### src/rtl/stim_sequencer_if.sv
// Host-side configuration and control bundle for stim_sequencer.
// The host (okWireIn/okTriggerIn side) is the master; the sequencer is the slave.
interface stim_sequencer_if #(
  parameter int unsigned AW = 4,
  parameter int unsigned DW = 32,
  parameter int unsigned TW = 16
);
  logic          cfg_we;
  logic [AW-1:0] cfg_addr;
  logic [DW-1:0] cfg_current;
  logic [TW-1:0] cfg_dwell;
  logic [AW:0]   num_steps;
  logic          loop_en;
  logic          start;
  logic          stop;
  logic [DW-1:0] default_current;

  modport master (
    output cfg_we, cfg_addr, cfg_current, cfg_dwell,
    output num_steps, loop_en, start, stop, default_current
  );

  modport slave (
    input cfg_we, cfg_addr, cfg_current, cfg_dwell,
    input num_steps, loop_en, start, stop, default_current
  );
endinterface

### src/rtl/stim_sequencer.sv
// Programmable current-stimulus sequencer: plays a (current, dwell) table on
// simulation-millisecond ticks and drives the neuron's I_in.
module stim_sequencer #(
  parameter int unsigned DEPTH = 16,
  parameter int unsigned AW    = 4,
  parameter int unsigned DW    = 32,
  parameter int unsigned TW    = 16
) (
  input  logic          clk,
  input  logic          reset_n,
  input  logic          tick,
  stim_sequencer_if.slave host,
  output logic [DW-1:0] I_out,
  output logic [AW-1:0] step_idx,
  output logic          step_strobe,
  output logic          busy,
  output logic          done
);

  localparam logic [1:0] S_IDLE = 2'd0;
  localparam logic [1:0] S_ARM  = 2'd1;
  localparam logic [1:0] S_RUN  = 2'd2;
  localparam logic [1:0] S_DONE = 2'd3;

  localparam logic [AW:0] DEPTH_W = (AW+1)'(DEPTH);

  logic [1:0]    state;
  logic [TW-1:0] cnt;
  logic [AW:0]   nsteps;
  logic          loop_lat;

  logic [DW-1:0] cur_mem   [DEPTH];
  logic [TW-1:0] dwell_mem [DEPTH];

  logic          idle_like;
  logic          last_step;
  logic [AW-1:0] next_idx;
  logic [TW-1:0] next_dwell;
  logic [TW-1:0] first_dwell;
  logic [AW:0]   nsteps_clamped;

  assign idle_like = (state == S_IDLE) || (state == S_DONE);

  always_comb begin
    last_step      = ({1'b0, step_idx} + (AW+1)'(1)) >= nsteps;
    next_idx       = last_step ? '0 : step_idx + AW'(1);
    // A zero dwell still holds its entry for one tick.
    next_dwell     = (dwell_mem[next_idx] == '0) ? TW'(1) : dwell_mem[next_idx];
    first_dwell    = (dwell_mem[0] == '0) ? TW'(1) : dwell_mem[0];
    nsteps_clamped = (host.num_steps > DEPTH_W) ? DEPTH_W : host.num_steps;
  end

  // Table storage is deliberately left out of reset.
  always_ff @(posedge clk) begin
    if (host.cfg_we && idle_like) begin
      cur_mem[host.cfg_addr]   <= host.cfg_current;
      dwell_mem[host.cfg_addr] <= host.cfg_dwell;
    end
  end

  always_ff @(posedge clk or negedge reset_n) begin
    if (!reset_n) begin
      state       <= S_IDLE;
      I_out       <= '0;
      step_idx    <= '0;
      step_strobe <= 1'b0;
      busy        <= 1'b0;
      done        <= 1'b0;
      cnt         <= '0;
      nsteps      <= '0;
      loop_lat    <= 1'b0;
    end else begin
      step_strobe <= 1'b0;
      if (host.stop) begin
        state <= S_IDLE;
        I_out <= host.default_current;
        cnt   <= '0;
        busy  <= 1'b0;
        done  <= 1'b0;
      end else begin
        case (state)
          S_IDLE, S_DONE: begin
            I_out <= host.default_current;
            if (host.start && (host.num_steps != '0)) begin
              state    <= S_ARM;
              nsteps   <= nsteps_clamped;
              loop_lat <= host.loop_en;
              busy     <= 1'b1;
              done     <= 1'b0;
            end
          end
          S_ARM: begin
            if (tick) begin
              I_out       <= cur_mem[0];
              cnt         <= first_dwell;
              step_idx    <= '0;
              step_strobe <= 1'b1;
              state       <= S_RUN;
            end
          end
          S_RUN: begin
            if (tick) begin
              if (cnt > TW'(1)) begin
                cnt <= cnt - TW'(1);
              end else if (!last_step || loop_lat) begin
                // next_idx already wraps to 0 on the last entry when looping.
                step_idx    <= next_idx;
                I_out       <= cur_mem[next_idx];
                cnt         <= next_dwell;
                step_strobe <= 1'b1;
              end else begin
                state <= S_DONE;
                I_out <= host.default_current;
                cnt   <= '0;
                busy  <= 1'b0;
                done  <= 1'b1;
              end
            end
          end
          default: state <= S_IDLE;
        endcase
      end
    end
  end

endmodule

### src/flat_wrapper.sv
// flat-port wrapper written by rule: the top's interface ports become plain ports
module stim_sequencer_flat 
#(
  parameter int unsigned DEPTH = 16,
  parameter int unsigned AW    = 4,
  parameter int unsigned DW    = 32,
  parameter int unsigned TW    = 16
)
  (clk, reset_n, tick, I_out, step_idx, step_strobe, busy, done, host_cfg_we, host_cfg_addr, host_cfg_current, host_cfg_dwell, host_num_steps, host_loop_en, host_start, host_stop, host_default_current);
  stim_sequencer_if #(.AW(AW), .DW(DW), .TW(TW)) host_i ();
  input  logic clk;
  input  logic reset_n;
  input  logic tick;
  output logic [DW-1:0] I_out;
  output logic [AW-1:0] step_idx;
  output logic step_strobe;
  output logic busy;
  output logic done;
  input wire logic [$bits(host_i.cfg_we)-1:0] host_cfg_we;
  input wire logic [$bits(host_i.cfg_addr)-1:0] host_cfg_addr;
  input wire logic [$bits(host_i.cfg_current)-1:0] host_cfg_current;
  input wire logic [$bits(host_i.cfg_dwell)-1:0] host_cfg_dwell;
  input wire logic [$bits(host_i.num_steps)-1:0] host_num_steps;
  input wire logic [$bits(host_i.loop_en)-1:0] host_loop_en;
  input wire logic [$bits(host_i.start)-1:0] host_start;
  input wire logic [$bits(host_i.stop)-1:0] host_stop;
  input wire logic [$bits(host_i.default_current)-1:0] host_default_current;
  assign host_i.cfg_we = host_cfg_we;
  assign host_i.cfg_addr = host_cfg_addr;
  assign host_i.cfg_current = host_cfg_current;
  assign host_i.cfg_dwell = host_cfg_dwell;
  assign host_i.num_steps = host_num_steps;
  assign host_i.loop_en = host_loop_en;
  assign host_i.start = host_start;
  assign host_i.stop = host_stop;
  assign host_i.default_current = host_default_current;
  stim_sequencer #(.DEPTH(DEPTH), .AW(AW), .DW(DW), .TW(TW)) u_core (.clk(clk), .reset_n(reset_n), .tick(tick), .host(host_i), .I_out(I_out), .step_idx(step_idx), .step_strobe(step_strobe), .busy(busy), .done(done));
endmodule
### config.mk
export PLATFORM = sky130hd
export DESIGN_NAME = stim_sequencer_flat
export DESIGN_NICKNAME = d
export VERILOG_FILES = /design/src/rtl/stim_sequencer_if.sv /design/src/rtl/stim_sequencer.sv /design/src/flat_wrapper.sv
export SDC_FILE = /design/constraint.sdc
export NUM_CORES = 1
export LEC_CHECK = 0
export BUFFER_PORTS_ARGS = -buffer_cell sky130_fd_sc_hd__buf_2
export CORE_MARGIN = 3
export CORE_UTILIZATION = 37
export CTS_BUF_LIST = sky130_fd_sc_hd__clkbuf_4 sky130_fd_sc_hd__clkbuf_8
export DETAILED_ROUTE_END_ITERATION = 6
export GPL_ROUTABILITY_DRIVEN = 0
export PLACE_DENSITY = 0.57
export SLEW_MARGIN = 20
export SYNTH_ARGS = -nofsm -noshare
export SYNTH_HDL_FRONTEND = slang
export SYNTH_SLANG_ARGS = --single-unit
export TNS_END_PERCENT = 5
### constraint.sdc
create_clock -name clk -period 7.04 [get_ports clk]
set_input_delay 1.408 -clock clk [delete_from_list [all_inputs] [get_ports clk]]
set_output_delay 1.408 -clock clk [all_outputs]
set_load 0.05 [all_outputs]
# Yosys cells after proc, flatten, opt, wreduce, memory -nomap -nowiden
# Memory sizes are Yosys's and may differ from the RTL's.
# Cells that the tools add are included.
[word_totals] regBits=63 ram_bits=768 in_bits=96 out_inout_bits=39 memories=2
[mem_list] name="u_core.cur_mem" depth=16 word_bits=32 rd=2 rd_ports_with_merged_regs=0 wr=1 line_no="stim_sequencer.sv:32" rtl="logic [DW-1:0] cur_mem [DEPTH];"
[mem_list] name="u_core.dwell_mem" depth=16 word_bits=16 rd=2 rd_ports_with_merged_regs=0 wr=1 line_no="stim_sequencer.sv:33" rtl="logic [TW-1:0] dwell_mem [DEPTH];"
[classes] n_addsub=3 order_cmp=3 eq_ne=12 muxes=48 n_bitwise=1 reduce_logical=19
[op_table] cell="$mux W32" n=5
[op_table] cell="$mux W16" n=7
[op_table] cell="$pmux W32 S3" n=1
[op_table] cell="$logic_not A16 Y1" n=2
[op_table] cell="$pmux W16 S2" n=1
[op_table] cell="$mux W4" n=5
[op_table] cell="$mux W1" n=17
[op_table] cell="$gt A16 B1 Y1 const B" n=1
[op_table] cell="$sub A16 B1 Y16 const B" n=1
[op_table] cell="$mux W2" n=6
[op_table] cell="$ne A3 B3 Y1 const B" n=4
[op_table] cell="$reduce_and A5 Y1" n=2
[op_table] cell="$reduce_and A3 Y1" n=3
[op_table] cell="$pmux W4 S2" n=1
[op_table] cell="$ne A2 B2 Y1 const B" n=3
[op_table] cell="$pmux W1 S2" n=3
[op_table] cell="$pmux W2 S3" n=1
[op_table] cell="$reduce_and A6 Y1" n=1
[op_table] cell="$reduce_bool A3 Y1" n=2
[op_table] cell="$add A4 B1 Y5 const B" n=1
[op_table] cell="$ge A5 B5 Y1" n=1
[op_table] cell="$gt A5 B5 Y1 const B" n=1
[op_table] cell="$mux W5" n=1
[op_table] cell="$reduce_bool A5 Y1" n=1
[op_table] cell="other kinds (12)" n=15

# Depth between registers and ports, before layout
# An unclocked memory read counts as a cell.
[depth] word_depth=11 depth_mapped=16 ltp_nobuf=13

# Worst setup path before layout
# No wires, ideal clock.
[synth_timing] path_type="input to register" startpoint="in host_cfg_addr[0]" endpoint="mem u_core.cur_mem[0][0] (enable)" setup_time_ps=513 arrival_ps=5121 setup_slack_ps=1406 cell_stages=2 path_buffers=0 path_cell_list="or3_1 -> nor3_1"
[synth_lines] item="from (decl)" line_no="flat_wrapper.sv:20" rtl="input wire logic [$bits(host_i.cfg_addr)-1:0] host_cfg_addr;"
[synth_lines] item="to (decl)" line_no="stim_sequencer.sv:32"
# Straight into the memory's write port.

# Final worst setup path
[layout_timing] startpoint="reg u_core.step_idx[0]" endpoint="reg u_core.cnt[0]"
[layout_via] elab_chain_cells=11
[layout_lines] item="from (decl)" line_no="stim_sequencer.sv:14" rtl="output logic [AW-1:0] step_idx,"
[layout_lines] item="from (signal assigned)" line_no="stim_sequencer.sv:107" rtl="step_idx <= next_idx;"
[layout_lines] item="$add A4 B1 Y5" line_no="stim_sequencer.sv:45" rtl="last_step = ({1'b0, step_idx} + (AW+1)'(1)) >= nsteps;"
[layout_lines] item="$ge A5 B5 Y1" line_no="stim_sequencer.sv:45"
[layout_lines] item="$mux W4" line_no="stim_sequencer.sv:46" rtl="next_idx = last_step ? '0 : step_idx + AW'(1);"
[layout_lines] item="$mem_v2 Z16 W16"
[layout_lines] item="$logic_not A16 Y1" line_no="stim_sequencer.sv:48" rtl="next_dwell = (dwell_mem[next_idx] == '0) ? TW'(1) : dwell_mem[next_idx];"
[layout_lines] item="$mux W16" line_no="stim_sequencer.sv:48"
[layout_lines] item="$mux W16 (*)" line_no="stim_sequencer.sv:105" rtl="end else if (!last_step || loop_lat) begin"
[layout_lines] item="$mux W16 (*)" line_no="stim_sequencer.sv:103" rtl="if (cnt > TW'(1)) begin"
[layout_lines] item="$mux W16 (*)" line_no="stim_sequencer.sv:102" rtl="if (tick) begin"
[layout_lines] item="$pmux W16 S2 (*)" line_no="stim_sequencer.sv:81" rtl="case (state)"
[layout_lines] item="$mux W16 (*)" line_no="stim_sequencer.sv:74" rtl="if (host.stop) begin"
[layout_lines] item="to (signal assigned)" line_no="stim_sequencer.sv:95" rtl="cnt <= first_dwell;"
[layout_lines] item="to (signal assigned)" line_no="stim_sequencer.sv:104" rtl="cnt <= cnt - TW'(1);"
[layout_lines] item="to (signal assigned)" line_no="stim_sequencer.sv:109" rtl="cnt <= next_dwell;"
[layout_lines] item="to (decl)" line_no="stim_sequencer.sv:28" rtl="logic [TW-1:0] cnt;"
# Mark *: on every way between the ends. The rest lies on a longest branch, timed or not. The select of a mux whose other input is x is not followed.
# A chain may end at the register's enable or synchronous reset.

==> results_dict.tcl <==
set metrics [dict create \
    wl_um 100000 \
    final_max_slew_viol_count 0 \
    netlist-cell-type-count 74 \
    first_iter_violations 2680 \
    status "complete, but fails checks" \
    core_um2 90400 \
    routed_via_density 5.90 \
    cts_setup_buffers 0 \
    overflow 0 \
    critPathRequiredTime_ns 7.72 \
    grt_first_pass_wirelength_um 147000 \
    synthToLayoutAreaGrowth_pct 14.1 \
    drt_pre_antenna_iters 7 \
    leakagePower_nw 13.0 \
    sw_frac_of_total_pct 33.2 \
    cts_sinks 831 \
    die_w_um 309 \
    fillers 8052 \
    path_common_cell "a31oi_1" \
    fp.dieH_um 309 \
    rsz0062_at_grt "false" \
    post-synth-top-area-cell "edfxtp_1" \
    cp_num_buf_inv 1 \
    worstPathCellList "ha_2, and3_1, ha_1, a21o_1, nor2_2, o21ai_4, buf_12, a31oi_1, a31oi_1, a22oi_1, nand2_1, or3_1, o21ai_1" \
    tns_ns 0 \
    p_per_area_nw_per_um2 344 \
    drive_gt1_share_pct 18.3 \
    ir_worst_vdd_v 0.000523 \
    insertion_delay_ns 0.78 \
    critical-path-top-delay-family "compound AO/OA/AOI/OAI gates" \
    cts-root-buf "clkbuf_8" \
    cts_tree "done" \
    period_needed_ns 4.92 \
    ys.warnings.count 0 \
    whs_ns 0.477 \
    synth_enable_flop_cells 768 \
    violations "design-rule violations" \
    portBuffers 134 \
    p_seq_share_pct 43.5 \
    holdCritPathClass "input port to async pin" \
    cts.clk_slew.worst_paths_ns 0.06 \
    max_stage_delay_ns 0.84 \
    p_sw_mw 4.41 \
    fp-row-count 110 \
    clock_tree.buffer_depth 3 \
    multi_input_area_um2 8590 \
    antenna_found_initial 7 \
    synthesis.nets 2526 \
    worstSetupPathType "flop to flop" \
    combPwrFrac_pct 24.0 \
    grt_pass1_vias 22300 \
    fin_skew_ns 0.0235 \
    syn_area_um2 33900 \
    detailed_place_hpwl_um 52900 \
    tightest_slew_ns 1.23 \
    synth_top_cell_area_share_pct 68.0 \
    yosys_most_used_dff "edfxtp_1" \
    cp_data_arrival_time_ns 5.60 \
    dieArea_um2 95300 \
    power_mw 13.3 \
    reg2reg_slack_ns 2.12 \
    critPathMaxFanout 105 \
    grt_start_max_net_pins 144 \
    fin_nets 2680 \
    h-tree-depth 4 \
    postCtsHoldBufs 0 \
    cp_slowest_cell "nor2_2" \
    end_kind "flop" \
    avgSynthCellArea_um2 14.0 \
    initial_core_util_pct 37.5 \
    regArea_um2 24600 \
    routed-via-count 22800 \
    ys_async_sr_fraction_pct 7.58 \
    intPower_mw 8.88 \
    fmax_ghz 0.203 \
    cts_buffers 140 \
    period_share_pct 69.8 \
    power_frac_clock_pct 32.5 \
    ys_seq_elements 831 \
    yosysSeqAreaShare_pct 72.7 \
    post_cts_resized 0 \
    cap_violations 0 \
    finalHoldViolations 0 \
    setup_viol 0 \
    drcViolationCount 1 \
    slew-limit-headroom_pct 17.9 \
    ant_nets 0 \
    grtUsageTotal_pct 20.6 \
    wl_per_cell_um 25.9 \
    io_pins 135 \
    startpoint_type "flop" \
    netlist_instances 2420 \
    synth_area_leaders "edfxtp_1 68%, a221oi_1 5.3%, dfrtp_1 4.7%, nand2_1 4.4%, nand3_1 2.1%" \
]
## cell type report
| cell class | count | share of cell area [%] |
|---|---|---|
| tap | 1176 | 3.80 |
| antenna | 5 | 0.0323 |
| clock buffer | 201 | 6.33 |
| clock inverter | 46 | 0.909 |
| inverter | 14 | 0.142 |
| multi-input combinational | 1404 | 22.2 |
| sequential | 831 | 63.7 |
| timing repair buffer | 183 | 2.85 |
## routing by layer
metal	global-route usage, %	up-vias	wire (µm)
met2	31.9	1134	45900
met5	0	-	0
met1	29.4	11600	42800
met3	4.38	196	9070
met4	6.43	0	2260
li1	-	9877	-
## synthesized netlist by cell type (7+ instances only)
| library cell | instances |
|---|---|
| a221oi_1 | 206 |
| dfrtp_1 | 63 |
| clkbuf_1 | 103 |
| inv_1 | 12 |
| a21oi_1 | 114 |
| o211ai_1 | 11 |
| nand2_1 | 398 |
| and2_1 | 8 |
| o22ai_1 | 15 |
| nand3_1 | 140 |
| edfxtp_1 | 768 |
| o21ai_1 | 35 |
| o21ai_2 | 7 |
| a221o_1 | 8 |
| xor2_1 | 8 |
| nor2_1 | 63 |
| nand2b_1 | 8 |
| mux2_2 | 31 |
| o21a_1 | 7 |
| buf_2 | 51 |
| nor2b_1 | 7 |
| a22oi_1 | 14 |
| mux2i_1 | 28 |
| a31oi_1 | 9 |
| and3_1 | 8 |
| o31ai_1 | 41 |
| ha_1 | 10 |
| o221ai_1 | 15 |
| o21ai_0 | 72 |
| nor3_1 | 10 |
| nor4_1 | 38 |
## worst paths after layout
kind                                    start            endpoint  cells past startpoint
max                        u_core.step_idx[0]       u_core.cnt[0]                     13
min                                   reset_n      u_core.cnt[13]                      1
max reg2reg                u_core.step_idx[0]       u_core.cnt[0]                     13
min reg2reg                  u_core.I_out[17]    u_core.I_out[17]                      2
max in group asynchronous             reset_n  u_core.step_idx[0]                      2
min in group clk             u_core.I_out[17]    u_core.I_out[17]                      2
## registers in the layout, indices dropped and copies added (netlist names)
signal	flops
u_core.done	1
u_core.I_out	32
u_core.dwell_mem	256
u_core.loop_lat	1
u_core.cnt	16
u_core.cur_mem	512
u_core.step_idx	4
u_core.state	2
u_core.nsteps	5
u_core.busy	1
u_core.step_strobe	1
## kinds of logic (layout without fill, tap and decap cells)
kind of cell,count (synthesis),count (layout),share of synthesized area (%)
xor gates and xnor gates,13,13,0.336
AOI/OAI and AO/OA,609,609,13.0
and+or+nand+nor,713,713,9.35
buffers and inverters,185,444,2.41
adders and majority gates,10,10,0.369
muxes,59,59,1.86
other,0,5,0
DFF,831,831,72.7
## power by group through the flow
stage	clock network (mW)	logic (mW)	registers [mW]
after detailed placement	0	3.14	5.88
after global routing	4.62	3.41	5.80
after CTS	4.41	3.15	5.78
final	4.32	3.19	5.78
after global placement	0	3.11	5.87
after floorplan	0	1.82	6.12
## metrics by stage
stage               std cells  cell area (µm²)  utilization, %  setup slack, ns
floorplan                2420            33900               -             1.41
detailed placement       3607            35800            39.6             2.12
global route             3856            38700            42.8             1.89
finish                   3860            38700            42.8             2.12
global placement         3607            35800            39.6             2.28
CTS                      3854            38600            42.7             2.11
## layout by cell type (no fill, tap or decap), drive strengths merged, types with 39 or more instances in the layout
cell type | netlist | routed
a21oi | 118 | 118
a221oi | 206 | 206
buf | 68 | 183
clkbuf | 103 | 201
dfrtp | 63 | 63
edfxtp | 768 | 768
nand2 | 400 | 400
nand3 | 140 | 140
nor2 | 68 | 68
nor4 | 39 | 39
o21ai | 115 | 115
o31ai | 41 | 41
No activity file was read; power rests on OpenSTA's default activity.
